## src/rtl/pong_game_ctrl.sv

```systemverilog
// Pong game-state and ball-physics controller: serve delay, wall/paddle bounces,
// scoring and win detection, advancing once per frame_tick.
module pong_game_ctrl #(
  parameter int H_VIDEO      = 640,
  parameter int V_VIDEO      = 480,
  parameter int SQ_SIZE      = 16,
  parameter int PADDLE_W     = 12,
  parameter int PADDLE_H     = 96,
  parameter int P1_X         = 32,
  parameter int P2_X         = 596,
  parameter int BALL_SPEED   = 4,
  parameter int SERVE_FRAMES = 60,
  parameter int WIN_SCORE    = 7
) (
  input  logic       clk_0,
  input  logic       rst,
  input  logic       frame_tick,
  input  logic       start_btn,
  input  logic [9:0] paddle1_ypos,
  input  logic [9:0] paddle2_ypos,
  output logic [9:0] square_xpos,
  output logic [9:0] square_ypos,
  output logic       sq_shown,
  output logic [3:0] score_p1,
  output logic [3:0] score_p2,
  output logic       game_over,
  output logic       game_startup
);

  localparam int CNT_W = $clog2(SERVE_FRAMES + 1);

  localparam logic [9:0] X_CENTRE = 10'((H_VIDEO - SQ_SIZE) / 2);
  localparam logic [9:0] Y_CENTRE = 10'((V_VIDEO - SQ_SIZE) / 2);
  localparam logic [9:0] Y_BOTTOM = 10'(V_VIDEO - SQ_SIZE);
  localparam logic [9:0] P1_FACE  = 10'(P1_X + PADDLE_W);
  localparam logic [9:0] P2_FACE  = 10'(P2_X - SQ_SIZE);
  localparam logic [9:0] STEP     = 10'(BALL_SPEED);

  localparam logic [10:0] STEP_W     = 11'(BALL_SPEED);
  localparam logic [10:0] SQ_W       = 11'(SQ_SIZE);
  localparam logic [10:0] PAD_H_W    = 11'(PADDLE_H);
  localparam logic [10:0] H_W        = 11'(H_VIDEO);
  localparam logic [10:0] Y_BOTTOM_W = 11'(V_VIDEO - SQ_SIZE);
  localparam logic [10:0] P1_FACE_W  = 11'(P1_X + PADDLE_W);
  localparam logic [10:0] P2_FACE_W  = 11'(P2_X - SQ_SIZE);

  localparam logic [CNT_W-1:0] SERVE_LOAD = CNT_W'(SERVE_FRAMES);
  localparam logic [CNT_W-1:0] CNT_ONE    = CNT_W'(1);
  localparam logic [3:0]       WIN        = 4'(WIN_SCORE);
  localparam logic [3:0]       SCORE_MAX  = 4'd15;

  typedef enum logic [2:0] {
    ST_STARTUP,
    ST_SERVE,
    ST_PLAY,
    ST_POINT,
    ST_OVER
  } state_t;

  state_t           state_reg, state_next;
  logic [9:0]       x_reg, x_next;
  logic [9:0]       y_reg, y_next;
  logic             dx_right_reg, dx_right_next;
  logic             dy_down_reg, dy_down_next;
  logic [3:0]       score_p1_reg, score_p1_next;
  logic [3:0]       score_p2_reg, score_p2_next;
  logic [CNT_W-1:0] serve_cnt_reg, serve_cnt_next;
  logic             btn_prev_reg, btn_prev_next;
  logic             sq_shown_reg, sq_shown_next;
  logic             game_over_reg, game_over_next;
  logic             game_startup_reg, game_startup_next;

  logic [10:0] x_w, y_w, p1_top, p2_top;
  logic        start_edge, hit1, hit2;

  assign x_w    = {1'b0, x_reg};
  assign y_w    = {1'b0, y_reg};
  assign p1_top = {1'b0, paddle1_ypos};
  assign p2_top = {1'b0, paddle2_ypos};

  assign start_edge = frame_tick & start_btn & ~btn_prev_reg;

  // The x window is one step deep so the ball cannot tunnel through a paddle face.
  assign hit1 = (x_w >= P1_FACE_W) && ((x_w - STEP_W) <= P1_FACE_W) &&
                ((y_w + SQ_W) > p1_top) && (y_w < (p1_top + PAD_H_W));
  assign hit2 = (x_w <= P2_FACE_W) && ((x_w + STEP_W) >= P2_FACE_W) &&
                ((y_w + SQ_W) > p2_top) && (y_w < (p2_top + PAD_H_W));

  always_ff @(posedge clk_0) begin
    if (!rst) begin
      state_reg        <= ST_STARTUP;
      x_reg            <= X_CENTRE;
      y_reg            <= Y_CENTRE;
      dx_right_reg     <= 1'b1;
      dy_down_reg      <= 1'b1;
      score_p1_reg     <= 4'd0;
      score_p2_reg     <= 4'd0;
      serve_cnt_reg    <= '0;
      btn_prev_reg     <= 1'b0;
      sq_shown_reg     <= 1'b0;
      game_over_reg    <= 1'b0;
      game_startup_reg <= 1'b1;
    end else begin
      state_reg        <= state_next;
      x_reg            <= x_next;
      y_reg            <= y_next;
      dx_right_reg     <= dx_right_next;
      dy_down_reg      <= dy_down_next;
      score_p1_reg     <= score_p1_next;
      score_p2_reg     <= score_p2_next;
      serve_cnt_reg    <= serve_cnt_next;
      btn_prev_reg     <= btn_prev_next;
      sq_shown_reg     <= sq_shown_next;
      game_over_reg    <= game_over_next;
      game_startup_reg <= game_startup_next;
    end
  end

  always_comb begin
    state_next     = state_reg;
    x_next         = x_reg;
    y_next         = y_reg;
    dx_right_next  = dx_right_reg;
    dy_down_next   = dy_down_reg;
    score_p1_next  = score_p1_reg;
    score_p2_next  = score_p2_reg;
    serve_cnt_next = serve_cnt_reg;
    btn_prev_next  = btn_prev_reg;
    if (frame_tick) begin
      btn_prev_next = start_btn;
      case (state_reg)
        ST_STARTUP: begin
          if (start_edge) begin
            state_next     = ST_SERVE;
            serve_cnt_next = SERVE_LOAD;
            x_next         = X_CENTRE;
            y_next         = Y_CENTRE;
          end
        end
        ST_SERVE: begin
          if (serve_cnt_reg == '0) begin
            state_next = ST_PLAY;
          end else begin
            serve_cnt_next = serve_cnt_reg - CNT_ONE;
          end
        end
        ST_PLAY: begin
          if (dy_down_reg) begin
            if ((y_w + STEP_W) >= Y_BOTTOM_W) begin
              y_next       = Y_BOTTOM;
              dy_down_next = 1'b0;
            end else begin
              y_next = y_reg + STEP;
            end
          end else begin
            if (y_w < STEP_W) begin
              y_next       = 10'd0;
              dy_down_next = 1'b1;
            end else begin
              y_next = y_reg - STEP;
            end
          end
          // A miss leaves dx pointing at the conceding side, which is the next serve direction.
          if (!dx_right_reg) begin
            if (hit1) begin
              x_next        = P1_FACE;
              dx_right_next = 1'b1;
            end else if (x_w < STEP_W) begin
              score_p2_next = (score_p2_reg == SCORE_MAX) ? SCORE_MAX : score_p2_reg + 4'd1;
              state_next    = ST_POINT;
              x_next        = X_CENTRE;
              y_next        = Y_CENTRE;
            end else begin
              x_next = x_reg - STEP;
            end
          end else begin
            if (hit2) begin
              x_next        = P2_FACE;
              dx_right_next = 1'b0;
            end else if ((x_w + SQ_W + STEP_W) > H_W) begin
              score_p1_next = (score_p1_reg == SCORE_MAX) ? SCORE_MAX : score_p1_reg + 4'd1;
              state_next    = ST_POINT;
              x_next        = X_CENTRE;
              y_next        = Y_CENTRE;
            end else begin
              x_next = x_reg + STEP;
            end
          end
        end
        ST_POINT: begin
          x_next = X_CENTRE;
          y_next = Y_CENTRE;
          if ((score_p1_reg == WIN) || (score_p2_reg == WIN)) begin
            state_next = ST_OVER;
          end else begin
            state_next     = ST_SERVE;
            serve_cnt_next = SERVE_LOAD;
          end
        end
        ST_OVER: begin
          if (start_edge) begin
            state_next    = ST_STARTUP;
            score_p1_next = 4'd0;
            score_p2_next = 4'd0;
          end
        end
        default: state_next = ST_STARTUP;
      endcase
    end
  end

  // Flags are decoded from the upcoming state so they register alongside it.
  always_comb begin
    sq_shown_next     = (state_next == ST_SERVE) || (state_next == ST_PLAY);
    game_over_next    = (state_next == ST_OVER);
    game_startup_next = (state_next == ST_STARTUP);
  end

  assign square_xpos  = x_reg;
  assign square_ypos  = y_reg;
  assign sq_shown     = sq_shown_reg;
  assign score_p1     = score_p1_reg;
  assign score_p2     = score_p2_reg;
  assign game_over    = game_over_reg;
  assign game_startup = game_startup_reg;

endmodule

```

## config.mk

```make
export PLATFORM = sky130hd
export DESIGN_NAME = pong_game_ctrl
export DESIGN_NICKNAME = d
export VERILOG_FILES = /design/src/rtl/pong_game_ctrl.sv
export SDC_FILE = /design/constraint.sdc
export NUM_CORES = 1
export LEC_CHECK = 0
export CELL_PAD_IN_SITES_DETAIL_PLACEMENT = 1
export CELL_PAD_IN_SITES_GLOBAL_PLACEMENT = 2
export CORE_MARGIN = 5
export CORE_UTILIZATION = 32
export DETAILED_ROUTE_END_ITERATION = 16
export PLACE_DENSITY = 0.9
export RECOVER_POWER = 50
export SLEW_MARGIN = 20
export SYNTH_ARGS = -nofsm -noshare
export SYNTH_HDL_FRONTEND = slang
export SYNTH_SLANG_ARGS = --single-unit
```

## constraint.sdc

```tcl
create_clock -name clk_0 -period 3.2 [get_ports clk_0]
set_input_delay 0.64 -clock clk_0 [delete_from_list [all_inputs] [get_ports clk_0]]
set_output_delay 0.64 -clock clk_0 [all_outputs]
set_load 0.01 [all_outputs]
```

Yosys cells after proc, flatten, opt, wreduce, memory -nomap -nowiden:

Cells that the tools add are included.

* output and inout bits: 31
* bits of input ports: 24
* memory bits (read-only): 0
* logic and storage cells: 131
* bits in latches: 0
* RAM bits: 0
* register bits: 43
* memories kept: 0

* multipliers: 0
* add/sub/neg operators: 15
* bitwise operators: 3
* mux-type cells: 49
* $lt $le $gt $ge: 12
* shift-type cells: 0
* reductions and logical operators: 19
* equality and inequality tests: 21
* div/mod/pow operators: 0

Operator list (number)
* $mux 10: 15
* $pmux 10 s3: 2
* $mux 4: 9
* $mux 3: 10
* $add 10x3->11 const B: 2
* $add 10x5->11 const B: 2
* $add 10x7->11 const B: 2
* $gt 11x10->1: 2
* $lt 10x11->1: 2
* $add 10x3->10 const B: 2
* $lt 10x3->1 const B: 2
* $ne 2x2->1 const B: 10
* $sub 10x3->10 const B: 2
* $mux 6: 3
* $pmux 6 s3: 1
* $pmux 4 s2: 2
* $pmux 3 s5: 1
* $reduce_and 6->1: 2
* $add 11x3->11 const B: 1
* $ge 11x10->1 const B: 1
* $ge 11x9->1 const B: 1
* $gt 11x10->1 const B: 1
* $le 11x6->1 const B: 1
* $sub 10x3->11 const B: 1
* other kinds (21): 42

Longest topological paths before layout:

Gate-level depths: netlist of the first run.

* word-level depth: 11
* mapped depth: 12
* mapped depth without buffers: 11

Least setup slack after synthesis of the first run:

No wires, ideal clock.

* path kind: input-to-reg
* start point: in paddle1_ypos[5]
* end point: reg x_reg[6], in the netlist square_xpos[6]
* arrival time: 2699 ps
* library setup time: 114 ps
* path buffers: 0
* slack: 387 ps
* stages on the path: 11
* required time: 3086 ps
* path through: inv_1 > ha_1 > nor3_1 > xnor2_1 > ha_1 > a21o_1 > a221oi_1 > nor4b_2 > nand4_1 > a31o_1 > a21o_1

* longest elaborated chain between the ends: 6
* elaborated cells on any way between the ends: 8
* those cells by class: add/sub: 1; order compare: 2; mux: 3; reduce/logical: 2

RTL lines
* from (decl): RTL line 19 `input logic [9:0] paddle1_ypos,`
* $add 10x7->11 / $gt 11x10->1 (equally long branches): RTL line 85 `((y_w + SQ_W) > p1_top) && (y_w < (p1_top + PAD_H_W));`
* $lt 10x11->1 / $logic_and 1x1->1 (equally long branches): RTL line 85, 84
* $logic_and 1x1->1 *: RTL line 85
* $mux 10 *: RTL line 165 `if (hit1) begin`
* $mux 10 *: RTL line 164 `if (!dx_right_reg) begin`
* $pmux 10 s3 *: RTL line 131 `case (state_reg)`
* to (signal assigned): RTL line 105 `x_reg <= x_next;`
* to (decl): RTL line 61 `logic [9:0] x_reg, x_next;`

Every way passes the cells marked *; elsewhere a longest branch is shown, timed or not.
A chain may end at the register's enable or synchronous reset.

Worst setup path after layout of the first run:

* start point: in paddle1_ypos[1]
* end point: reg x_reg[3], in the netlist square_xpos[3]

The elaborated chain is that of the path after synthesis.

==> out/qor_table.md, run 1 <==
| Result | This run |
|:---|:---|
| Total routing usage reported by global routing | 18.0% |
| Horizontal extent of the die | 122 µm |
| Initial antenna violation count | 0 |
| CTS HTree Levels | 2 |
| Post-synthesis cell count | 535 |
| Worst slew slack as a fraction of its limit | 35.3% |
| Antenna diode count | 0 |
| Hold Path Class | reg -> reg |
| Ratio of final minimum period to clock period | 95.6% |
| Clock-pin slew reported for the worst setup and hold paths after clock tree synthesis | 60 ps |
| Final total power | 1420 µW |
| Count of endpoints failing hold in the final timing report | 0 |
| Type of origin of the critical path | input port |
| Area of the core | 12,500 µm² |
| HP Start | btn_prev_reg$_SDFFE_PN0P_ |
| Proportion of register bits with asynchronous set or reset after synthesis | 0% |
| FF+latch count, synth | 41 |
| Area of the mapped netlist | 4030 µm² |
| Number of synthesized flops with an enable pin | 0 |
| Source of the worst register-to-register timing path | square_ypos[2]$_SDFFE_PN0P_ |
| Highest net fanout along the worst path | 3 |
| Vias after detailed routing | 4,263 |
| Global-route wire length before repair | 21.9 mm |
| Transition at the pin with the smallest max-transition slack | 971 ps |
| Setup violations, final | 0 |
| Insertion delay to the later sink of the worst-skew pair | 290 ps |
| Library cell used as clock root buffer | clkbuf_16 |
| Cell-by-cell listing of the critical path | clkdlybuf4s50_1, inv_1, ha_1, nand2b_1, a2111oi_2, nor2_1, or4b_1, nand3_2, buf_4, a31oi_1, o32a_1 |
| Leading cell type in the layout, fill and taps excluded | nor2_1 |
| Via-to-Cell Ratio | 5.45 |
| Number of cells on the worst hold path | 2 |
| Maximum capacitance violations | 0 |
| Final layout net count | 679 |
| Number of max-slew violations in the final report | 0 |
| Initial drt markers | 230 |
| Pin count of the biggest net entering global routing | 21 |
| Leakage power figure | 0.00215 µW |
| Worst Clk Skew | 5.15 ps |
| Leading register cell type out of synthesis | dfxtp_1 |
| Routed WL per cell | 17.4 µm |
| TritonCTS clock tree | built |
| Max stage delay on crit path | 570 ps |
| Die area | 14,900 µm² |
| Setup Total Neg Slack | 0 ps |
| Highest-delay cell along the critical path | or4b_1 |
| Clock sinks | 41 |
| Reg-to-reg endpoint | square_ypos[2]$_SDFFE_PN0P_ |
| Worst vdd rail ir drop | 0.285 mV |
| Total power per unit cell area | 274 nW/µm² |
| Total overflow reported by the global router | 0 |
| Number of I/O pins | 55 |
| Starting density of the core | 32.3% |
| Global placer's final weighted congestion | 0.827 |
| Commonest cells after routing, fill and taps aside | nor2_1 (56), ha_1 (45), nand2_1 (41), dfxtp_1 (41), buf_4 (39) |
| Number of global-route vias before repair | 4,393 |
| End point of the worst hold path | btn_prev_reg$_SDFFE_PN0P_ |
| HPWL after detailed placement | 10.7 mm |
| # fillers | 1,531 |
| Status | completed |
| Endpoint kind of the worst setup timing path | register |
| Total of warnings raised by yosys | 0 |
| Largest buffer count on any clock path | 2 |
| Sequential-to-total area share from yosys stat | 20.4% |
| Achievable Freq | 327 MHz |
| Max reg flops | 10 |
| Mean cell area of the mapped netlist | 7.53 µm² |
| I/O Buffers | 52 |
| Minimum period implied by the final worst setup slack | 3060 ps |
| ANT nets after route | 0 |
| Ratio of cells with drive above 1 in the final layout | 12.0% |
| Hold_buf cts | 0 |
| Final design utilization | 41.7% |
| Worst Reg2Reg Path Length in Cells | 8 |
| Required time of the critical path | 3370 ps |
| Setup Crit Path Kind | in -> reg |
| Drt total wl | 13.6 mm |
| Final worst hold slack | 503 ps |
| Clock buffer count from CTS | 5 |
| Data arrival time of the critical path | 3230 ps |
| Drt first pass iters | 4 |
| Area growth from synthesis to layout | 28.9% |
| Site row count | 41 |
| DRC violations left | 0 |
| Count of different cell masters after synthesis | 73 |
| Vertical die dimension | 122 µm |
| Reg2reg setup slack | 230 ps |
[area by class of cell]
class	instances	area, µm²	share of cell area (%)
clock buffer	6	139	2.67
sequential	41	821	15.8
tap	172	215	4.14
timing repair buffer	100	871	16.8
clock inverter	2	37.5	0.723
multi-input combinational	423	2970	57.1
inverter	38	143	2.75
[what timing repair did]
item	in CTS	in global routing
endpoints found under the setup margin	4	6
setup buffers	0	1
pin swaps	2	7
gates resized for setup	6	13
[kinds of logic after synthesis]
| kind of cell | Yosys count | share of synthesized area [%] |
|---|---|---|
| xor+xnor | 18 | 3.91 |
| flops | 41 | 20.4 |
| simple gates | 198 | 25.8 |
| other cells | 1 | 0.0931 |
| compound gates | 155 | 26.8 |
| fa+ha+maj | 46 | 14.3 |
| buf+inv | 72 | 7.61 |
| mux | 4 | 1.06 |
[worst max path at each step]
stage	from	to	slack (ps)	depth (start not counted)
2_1_floorplan	paddle1_ypos[5]	square_xpos[6]$_SDFFE_PN0P_	390	11
3_3_place_gp	paddle1_ypos[5]	square_xpos[4]$_SDFFE_PN1P_	-240	12
3_5_place_dp	paddle1_ypos[5]	square_xpos[4]$_SDFFE_PN1P_	-460	12
4_1_cts	paddle1_ypos[1]	square_xpos[3]$_SDFFE_PN1P_	9	11
5_1_grt	paddle1_ypos[8]	square_xpos[6]$_SDFFE_PN0P_	-3	11
6_report	paddle1_ypos[1]	square_xpos[3]$_SDFFE_PN1P_	140	11
[layer usage]
metal,GRT usage (%),wire length (µm)
met5,0,0
met4,4.20,189
met3,2.41,386
met2,31.8,6760
met1,23.1,6260
[cell usage after synthesis (all sizes together), types with 5 or more instances]
library cell,n,area (µm²)
a221oi,5,50.0
nand4,9,71.3
xor2,8,70.1
o21ai,34,170
nor3,18,100
a21boi,5,37.5
a21oi,23,115
o31ai,7,52.6
inv,37,139
a21o,5,37.5
a31oi,10,62.6
and3,7,43.8
nand2,41,154
nor2,57,221
a211oi,14,110
buf,16,96.3
or3,5,31.3
nand2b,7,43.8
clkbuf,18,67.6
dfxtp,41,821
o21a,5,37.5
ha,46,576
xnor2,10,87.6
nand3,20,100
[report_power, final]
part / internal (µW) / switching, µW
Sequential: 529 / 16.6
Combinational: 132 / 146
Clock: 389 / 211
Total: 1050 / 374
[stage by stage]
stage | std cells | worst slack [ps] | cell area (µm²)
2_1_floorplan | 536 | 387 | 4030
3_3_place_gp | 773 | -244 | 4970
3_5_place_dp | 773 | -465 | 4970
4_1_cts | 781 | 9.06 | 5180
5_1_grt | 782 | -3.01 | 5190
6_report | 782 | 142 | 5190
[critical path, delay by kind of cell]
kind,cells,cell delay (ps)
AO/OA/AOI/OAI,3,780
buffers and inverters,3,640
adder cells (fa/ha/maj),1,290
AND/OR/NAND/NOR,4,890
Power figures use the tool's default switching activity.
==> inputs of run 2 (changes only) <==
- CORE_ASPECT_RATIO: default -> 1.4
==> out/qor_table.md, run 2 (synthesis gave the netlist of run 1 again) <==
| Result | This run | vs previous |
|:---|:---|:---|
| Via-to-Cell Ratio | 5.73 | was 5.45 |
| Clock buffer count from CTS | 5 | unchanged |
| Reg2reg setup slack | 240 ps | was 230 ps |
| Total power per unit cell area | 277 nW/µm² | was 274 nW/µm² |
| Setup Total Neg Slack | 0 ps | unchanged |
| Site row count | 48 | was 41 |
| Area of the core | 12,300 µm² | was 12,500 µm² |
| Worst slew slack as a fraction of its limit | 40.1% | was 35.3% |
| Leading cell type in the layout, fill and taps excluded | nor2_1 | unchanged |
| Initial drt markers | 194 | was 230 |
| Endpoint kind of the worst setup timing path | register | unchanged |
| DRC violations left | 0 | unchanged |
| Source of the worst register-to-register timing path | square_ypos[6]$_SDFFE_PN1P_ | was square_ypos[2]$_SDFFE_PN0P_ |
| Worst Clk Skew | 6.49 ps | was 5.15 ps |
| I/O Buffers | 52 | unchanged |
| Setup Crit Path Kind | in -> reg | unchanged |
| Initial antenna violation count | 0 | unchanged |
| Die area | 15,000 µm² | was 14,900 µm² |
| Max stage delay on crit path | 580 ps | was 570 ps |
| Number of max-slew violations in the final report | 0 | unchanged |
| Number of cells on the worst hold path | 2 | unchanged |
| Data arrival time of the critical path | 3230 ps | about the same |
| CTS HTree Levels | 2 | unchanged |
| Reg-to-reg endpoint | square_xpos[5]$_SDFFE_PN1P_ | was square_ypos[2]$_SDFFE_PN0P_ |
| Total routing usage reported by global routing | 18.5% | was 18.0% |
| Worst Reg2Reg Path Length in Cells | 11 | was 8 |
| Antenna diode count | 0 | unchanged |
| Setup violations, final | 0 | unchanged |
| Worst vdd rail ir drop | 0.200 mV | was 0.285 mV |
| Vertical die dimension | 143 µm | was 122 µm |
| Library cell used as clock root buffer | clkbuf_16 | unchanged |
| Status | completed | unchanged |
| Type of origin of the critical path | input port | unchanged |
| Number of global-route vias before repair | 4,673 | was 4,393 |
| Insertion delay to the later sink of the worst-skew pair | 290 ps | about the same |
| Number of I/O pins | 55 | unchanged |
| Final worst hold slack | 515 ps | was 503 ps |
| Final cell count without fillers | 760 | was 782 |
| Highest net fanout along the worst path | 4 | was 3 |
| Max reg flops | 10 | unchanged |
| Largest buffer count on any clock path | 2 | unchanged |
| Minimum period implied by the final worst setup slack | 3060 ps | about the same |
| Least setup slack across all paths after layout | 142 ps | about the same |
| Clock sinks | 41 | unchanged |
| Drt first pass iters | 4 | unchanged |
| CP bufs+invs | 3 | unchanged |
| Clock-pin slew reported for the worst setup and hold paths after clock tree synthesis | 60 ps | about the same |
| Commonest cells after routing, fill and taps aside | nor2_1 (55), ha_1 (46), nand2_1 (41), dfxtp_1 (41), buf_4 (41) | was nor2_1 (56), ha_1 (45), nand2_1 (41), dfxtp_1 (41), buf_4 (39) |
| Uppermost signal routing layer after detailed routing | met4 | unchanged |
| ANT nets after route | 0 | unchanged |
| Sum of routed wire segments on met1 | 5.73 mm | was 6.26 mm |
| Starting density of the core | 32.7% | was 32.3% |
| Global placer's final weighted congestion | 0.911 | was 0.827 |
| Leakage power figure | 0.00218 µW | was 0.00215 µW |
| Vias after detailed routing | 4,357 | was 4,263 |
| Pin count of the biggest net entering global routing | 20 | was 21 |
| TritonCTS clock tree | built | unchanged |
| End point of the worst hold path | score_p1[1]$_SDFFE_PN0P_ | was btn_prev_reg$_SDFFE_PN0P_ |
| Total overflow reported by the global router | 0 | unchanged |
| Family with the most delay on the worst path | simple AND/OR/NAND/NOR gates | unchanged |
| Transition at the pin with the smallest max-transition slack | 899 ps | was 971 ps |
| Horizontal extent of the die | 105 µm | was 122 µm |
| Amount of wire on met2 after detailed routing | 7.40 mm | was 6.76 mm |
| Drt total wl | 14.0 mm | was 13.6 mm |
| Routed WL per cell | 18.4 µm | was 17.4 µm |
| HPWL after detailed placement | 11.1 mm | was 10.7 mm |
| DP Cell Count | 752 | was 773 |
| Maximum capacitance violations | 0 | unchanged |
| Count of endpoints failing hold in the final timing report | 0 | unchanged |
| Global-route wire length before repair | 23.2 mm | was 21.9 mm |
| Highest-delay cell along the critical path | or4b_1 | unchanged |
| HP Start | score_p1[1]$_SDFFE_PN0P_ | was btn_prev_reg$_SDFFE_PN0P_ |
| Ratio of final minimum period to clock period | 95.6% | about the same |
| Met3 wire length | 381 µm | was 386 µm |
| Required time of the critical path | 3380 ps | was 3370 ps |
| Setup slack at placement | -510 ps | was -465 ps |
| Achievable Freq | 327 MHz | about the same |
| Final layout net count | 679 | unchanged |
| Cell-by-cell listing of the critical path | clkdlybuf4s50_1, inv_1, ha_1, nand2b_1, a2111oi_2, nor2_1, or4b_1, nand4_1, buf_4, o311ai_1, o211a_1 | was clkdlybuf4s50_1, inv_1, ha_1, nand2b_1, a2111oi_2, nor2_1, or4b_1, nand3_2, buf_4, a31oi_1, o32a_1 |
| Area growth from synthesis to layout | 28.3% | was 28.9% |
| Hold Path Class | reg -> reg | unchanged |
| Ratio of cells with drive above 1 in the final layout | 12.8% | was 12.0% |
-- run 2: cell count changes in the layout (fill, tap and decap cells not counted), sizes merged --
cell	change
clkdlybuf4s50	-3
buf	+1
dlygate4sd3	+2
-- run 2: worst max path at each step --
stage	start	end	slack [ps]	cells after the start
4_1_cts	paddle1_ypos[6]	square_xpos[6]$_SDFFE_PN0P_	40	12
6_report	paddle1_ypos[1]	square_xpos[5]$_SDFFE_PN1P_	140	11
3_3_place_gp	paddle1_ypos[5]	square_xpos[4]$_SDFFE_PN1P_	-280	12
3_5_place_dp	paddle1_ypos[5]	square_xpos[4]$_SDFFE_PN1P_	-510	12
2_1_floorplan	paddle1_ypos[5]	square_xpos[6]$_SDFFE_PN0P_	390	11
5_1_grt	paddle1_ypos[1]	square_xpos[3]$_SDFFE_PN1P_	-40	11
-- run 2: report_power, final --
part	leakage, µW	total [µW]	switching, µW	internal [µW]
Clock	0.0000831	610	221	390
Sequential	0.000333	545	16.1	529
Combinational	0.00176	275	147	129
Total	0.00218	1430	383	1050
-- run 2: metal layers --
layer | GRT usage, % | vias to the layer above
li1 | - | 2113
met5 | 0 | -
met2 | 34.5 | 85
met4 | 8.89 | 0
met3 | 2.67 | 27
met1 | 20.5 | 2132
-- run 2: worst register-to-register path: stages (launching register included) --
cell      delay (ps)
dfxtp_1          490
nand2_1          170
nor2_1           230
xor2_1           300
ha_1             200
nand3_1          100
nor4_1           550
nor4b_4          110
nand4_1          190
buf_4            160
o311ai_1         100
o211a_1          240
-- run 2: final cells by class --
cell class	instances	area (µm²)
fill	1537	7140
multi-input combinational	423	2980
timing repair buffer	100	857
sequential	41	821
tap	150	188
inverter	38	143
clock buffer	6	139
clock inverter	2	37.5
-- run 2: stage by stage --
| step | utilization [%] | cell area [µm²] | power [µW] |
|---|---|---|---|
| 6_report | 42.0 | 5170 | 1430 |
| 5_1_grt | 42.0 | 5170 | 1500 |
| 4_1_cts | 41.6 | 5120 | 1450 |
| 3_5_place_dp | 40.1 | 4940 | 832 |
| 3_3_place_gp | 40.1 | 4940 | 821 |
| 2_1_floorplan | - | 4030 | 717 |
-- run 2: timing repair --
item | 4_1_cts | 5_1_grt
hold buffers | 0 | 0
setup endpoints to repair | 5 | 8
pin swaps | 2 | 4
resized for setup | 4 | 20
buffers inserted | 0 | 0
==> inputs of run 3 (changes only) <==
- CORE_UTILIZATION: 32 -> 37
- DONT_BUFFER_PORTS: default -> 1
- PLACE_DENSITY: 0.9 -> 0.89
- clock period: 3.2 -> 3.5 ns (I/O delays scaled with it)
==> out/qor_table.md, run 3 (synthesis gave the netlist of run 1 again) <==
| Result | This run | vs previous |
|:---|:---|:---|
| Vias after detailed routing | 3,985 | was 4,357 |
| Hold Path Class | in -> reg | was reg -> reg |
| Highest-delay cell along the critical path | or4b_1 | unchanged |
| Setup violations, final | 0 | unchanged |
| Endpoint kind of the worst setup timing path | register | unchanged |
| Unrepaired setup endpoints after global routing | false |  |
| Cells resized by post-CTS repair | 0 | was 4 |
| Clock sinks | 41 | unchanged |
| Ratio of cells with drive above 1 in the final layout | 5.17% | was 12.8% |
| Achievable Freq | 312 MHz |  |
| Setup Crit Path Kind | reg -> reg | was in -> reg |
| Initial drt markers | 173 | was 194 |
| Worst vdd rail ir drop | 0.204 mV | was 0.200 mV |
| Highest net fanout along the worst path | 13 | was 4 |
| Leading cell type in the layout, fill and taps excluded | nor2_1 | unchanged |
| Number of I/O pins | 55 | unchanged |
| Worst slew slack as a fraction of its limit | 46.1% | was 40.1% |
| Total power per unit cell area | 266 nW/µm² | was 277 nW/µm² |
| Die area | 13,100 µm² | was 15,000 µm² |
| Cell-by-cell listing of the critical path | clkbuf_1, inv_1, ha_1, or4b_1, o21a_1, o221ai_1, a211oi_1, and3_1, o311ai_1, o211a_1 | was clkdlybuf4s50_1, inv_1, ha_1, nand2b_1, a2111oi_2, nor2_1, or4b_1, nand4_1, buf_4, o311ai_1, o211a_1 |
| Setup Total Neg Slack | 0 ps | unchanged |
| Via-to-Cell Ratio | 6.01 | was 5.73 |
| CTS HTree Levels | 2 | unchanged |
| Family with the most delay on the worst path | compound AO/OA/AOI/OAI gates | was simple AND/OR/NAND/NOR gates |
| Starting density of the core | 37.5% | was 32.7% |
| Transition at the pin with the smallest max-transition slack | 807 ps | was 899 ps |
| Number of max-slew violations in the final report | 0 | unchanged |
| Commonest cells after routing, fill and taps aside | nor2_1 (56), ha_1 (46), nand2_1 (41), dfxtp_1 (41), inv_1 (37) | was nor2_1 (55), ha_1 (46), nand2_1 (41), dfxtp_1 (41), buf_4 (41) |
| TritonCTS clock tree | built | unchanged |
| Leakage power figure | 0.00170 µW | was 0.00218 µW |
| Max stage delay on crit path | 560 ps | was 580 ps |
| Library cell used as clock root buffer | clkbuf_16 | unchanged |
| Area of the core | 10,800 µm² | was 12,300 µm² |
| Final design utilization | 39.5% | was 42.0% |
| I/O Buffers | 0 | was 52 |
| Global placer's final weighted congestion | 0.895 | was 0.911 |
| Data arrival time of the critical path | 3440 ps | was 3230 ps |
| CP bufs+invs | 2 | was 3 |
| Worst Clk Skew | 7.37 ps | was 6.49 ps |
| Vertical die dimension | 133 µm | was 143 µm |
| Status | completed | unchanged |
| Area growth from synthesis to layout | 5.50% | was 28.3% |
| DRC violations left | 0 | unchanged |
| Ratio of final minimum period to clock period | 91.7% |  |
| Type of origin of the critical path | register | was input port |
| Final worst hold slack | 502 ps | was 515 ps |
| Minimum period implied by the final worst setup slack | 3210 ps |  |
| Final layout net count | 591 | was 679 |
| Drt first pass iters | 6 | was 4 |
| Total overflow reported by the global router | 0 | unchanged |
| Horizontal extent of the die | 98.2 µm | was 105 µm |
| HPWL after detailed placement | 10.4 mm | was 11.1 mm |
| Largest buffer count on any clock path | 2 | unchanged |
| Insertion delay to the later sink of the worst-skew pair | 280 ps | was 290 ps |
| Number of buffers inserted to repair setup after CTS | 0 | unchanged |
| Post-route cell area | 4250 µm² | was 5170 µm² |
| Global-route wire length before repair | 21.6 mm | was 23.2 mm |
| Number of global-route vias before repair | 4,287 | was 4,673 |
| ANT nets after route | 0 | unchanged |
| Routed WL per cell | 19.7 µm | was 18.4 µm |
| Hold_buf cts | 0 | unchanged |
| Max reg flops | 10 | unchanged |
| Count of endpoints failing hold in the final timing report | 0 | unchanged |
| Antenna diode count | 0 | unchanged |
| Initial antenna violation count | 0 | unchanged |
| Pin count of the biggest net entering global routing | 23 | was 20 |
| Clock-pin slew reported for the worst setup and hold paths after clock tree synthesis | 60 ps | about the same |
| Drt total wl | 13.1 mm | was 14.0 mm |
| Required time of the critical path | 3730 ps | was 3380 ps |
| Maximum capacitance violations | 0 | unchanged |
| Site row count | 45 | was 48 |
| Total routing usage reported by global routing | 19.9% | was 18.5% |
| Clock buffer count from CTS | 5 | unchanged |
| Placement-stage cell area | 4130 µm² | was 4940 µm² |
## run 3: final timing paths
path	start	endpoint	slack, ps	depth (start not counted)
min	rst	dy_down_reg$_SDFFE_PN1P_	500	1
max reg2reg	square_xpos[3]$_SDFFE_PN1P_	square_xpos[5]$_SDFFE_PN1P_	290	10
min reg2reg	btn_prev_reg$_SDFFE_PN0P_	btn_prev_reg$_SDFFE_PN0P_	510	2
max	square_xpos[3]$_SDFFE_PN1P_	square_xpos[5]$_SDFFE_PN1P_	290	10
## run 3: layer usage
metal	global-route usage (%)	wire length, µm
met1	21.7	5240
met2	37.9	6840
met3	2.78	515
met4	8.28	461
met5	0	0
## run 3: power by group
| group | internal [µW] | switching (µW) | leakage (µW) | total [µW] |
|---|---|---|---|---|
| Clock | 265 | 179 | 0.0000652 | 444 |
| Sequential | 484 | 17.7 | 0.000333 | 502 |
| Combinational | 76.7 | 110 | 0.00130 | 186 |
| Total | 826 | 306 | 0.00170 | 1130 |
## run 3: per-stage QoR
stage	setup slack (ps)	power, µW	std cells
2_1_floorplan	627	656	536
3_3_place_gp	466	690	655
3_5_place_dp	290	699	655
4_1_cts	431	1150	663
5_1_grt	140	1200	663
6_report	292	1130	663
## run 3: final cells by class
cell class / instances / area, µm²
Clock buffer: 8 / 136
Fill cell: 1354 / 6500
Inverter: 38 / 143
Multi-Input combinational cell: 423 / 2900
Sequential cell: 41 / 821
Tap cell: 141 / 176
Timing Repair Buffer: 12 / 75.1
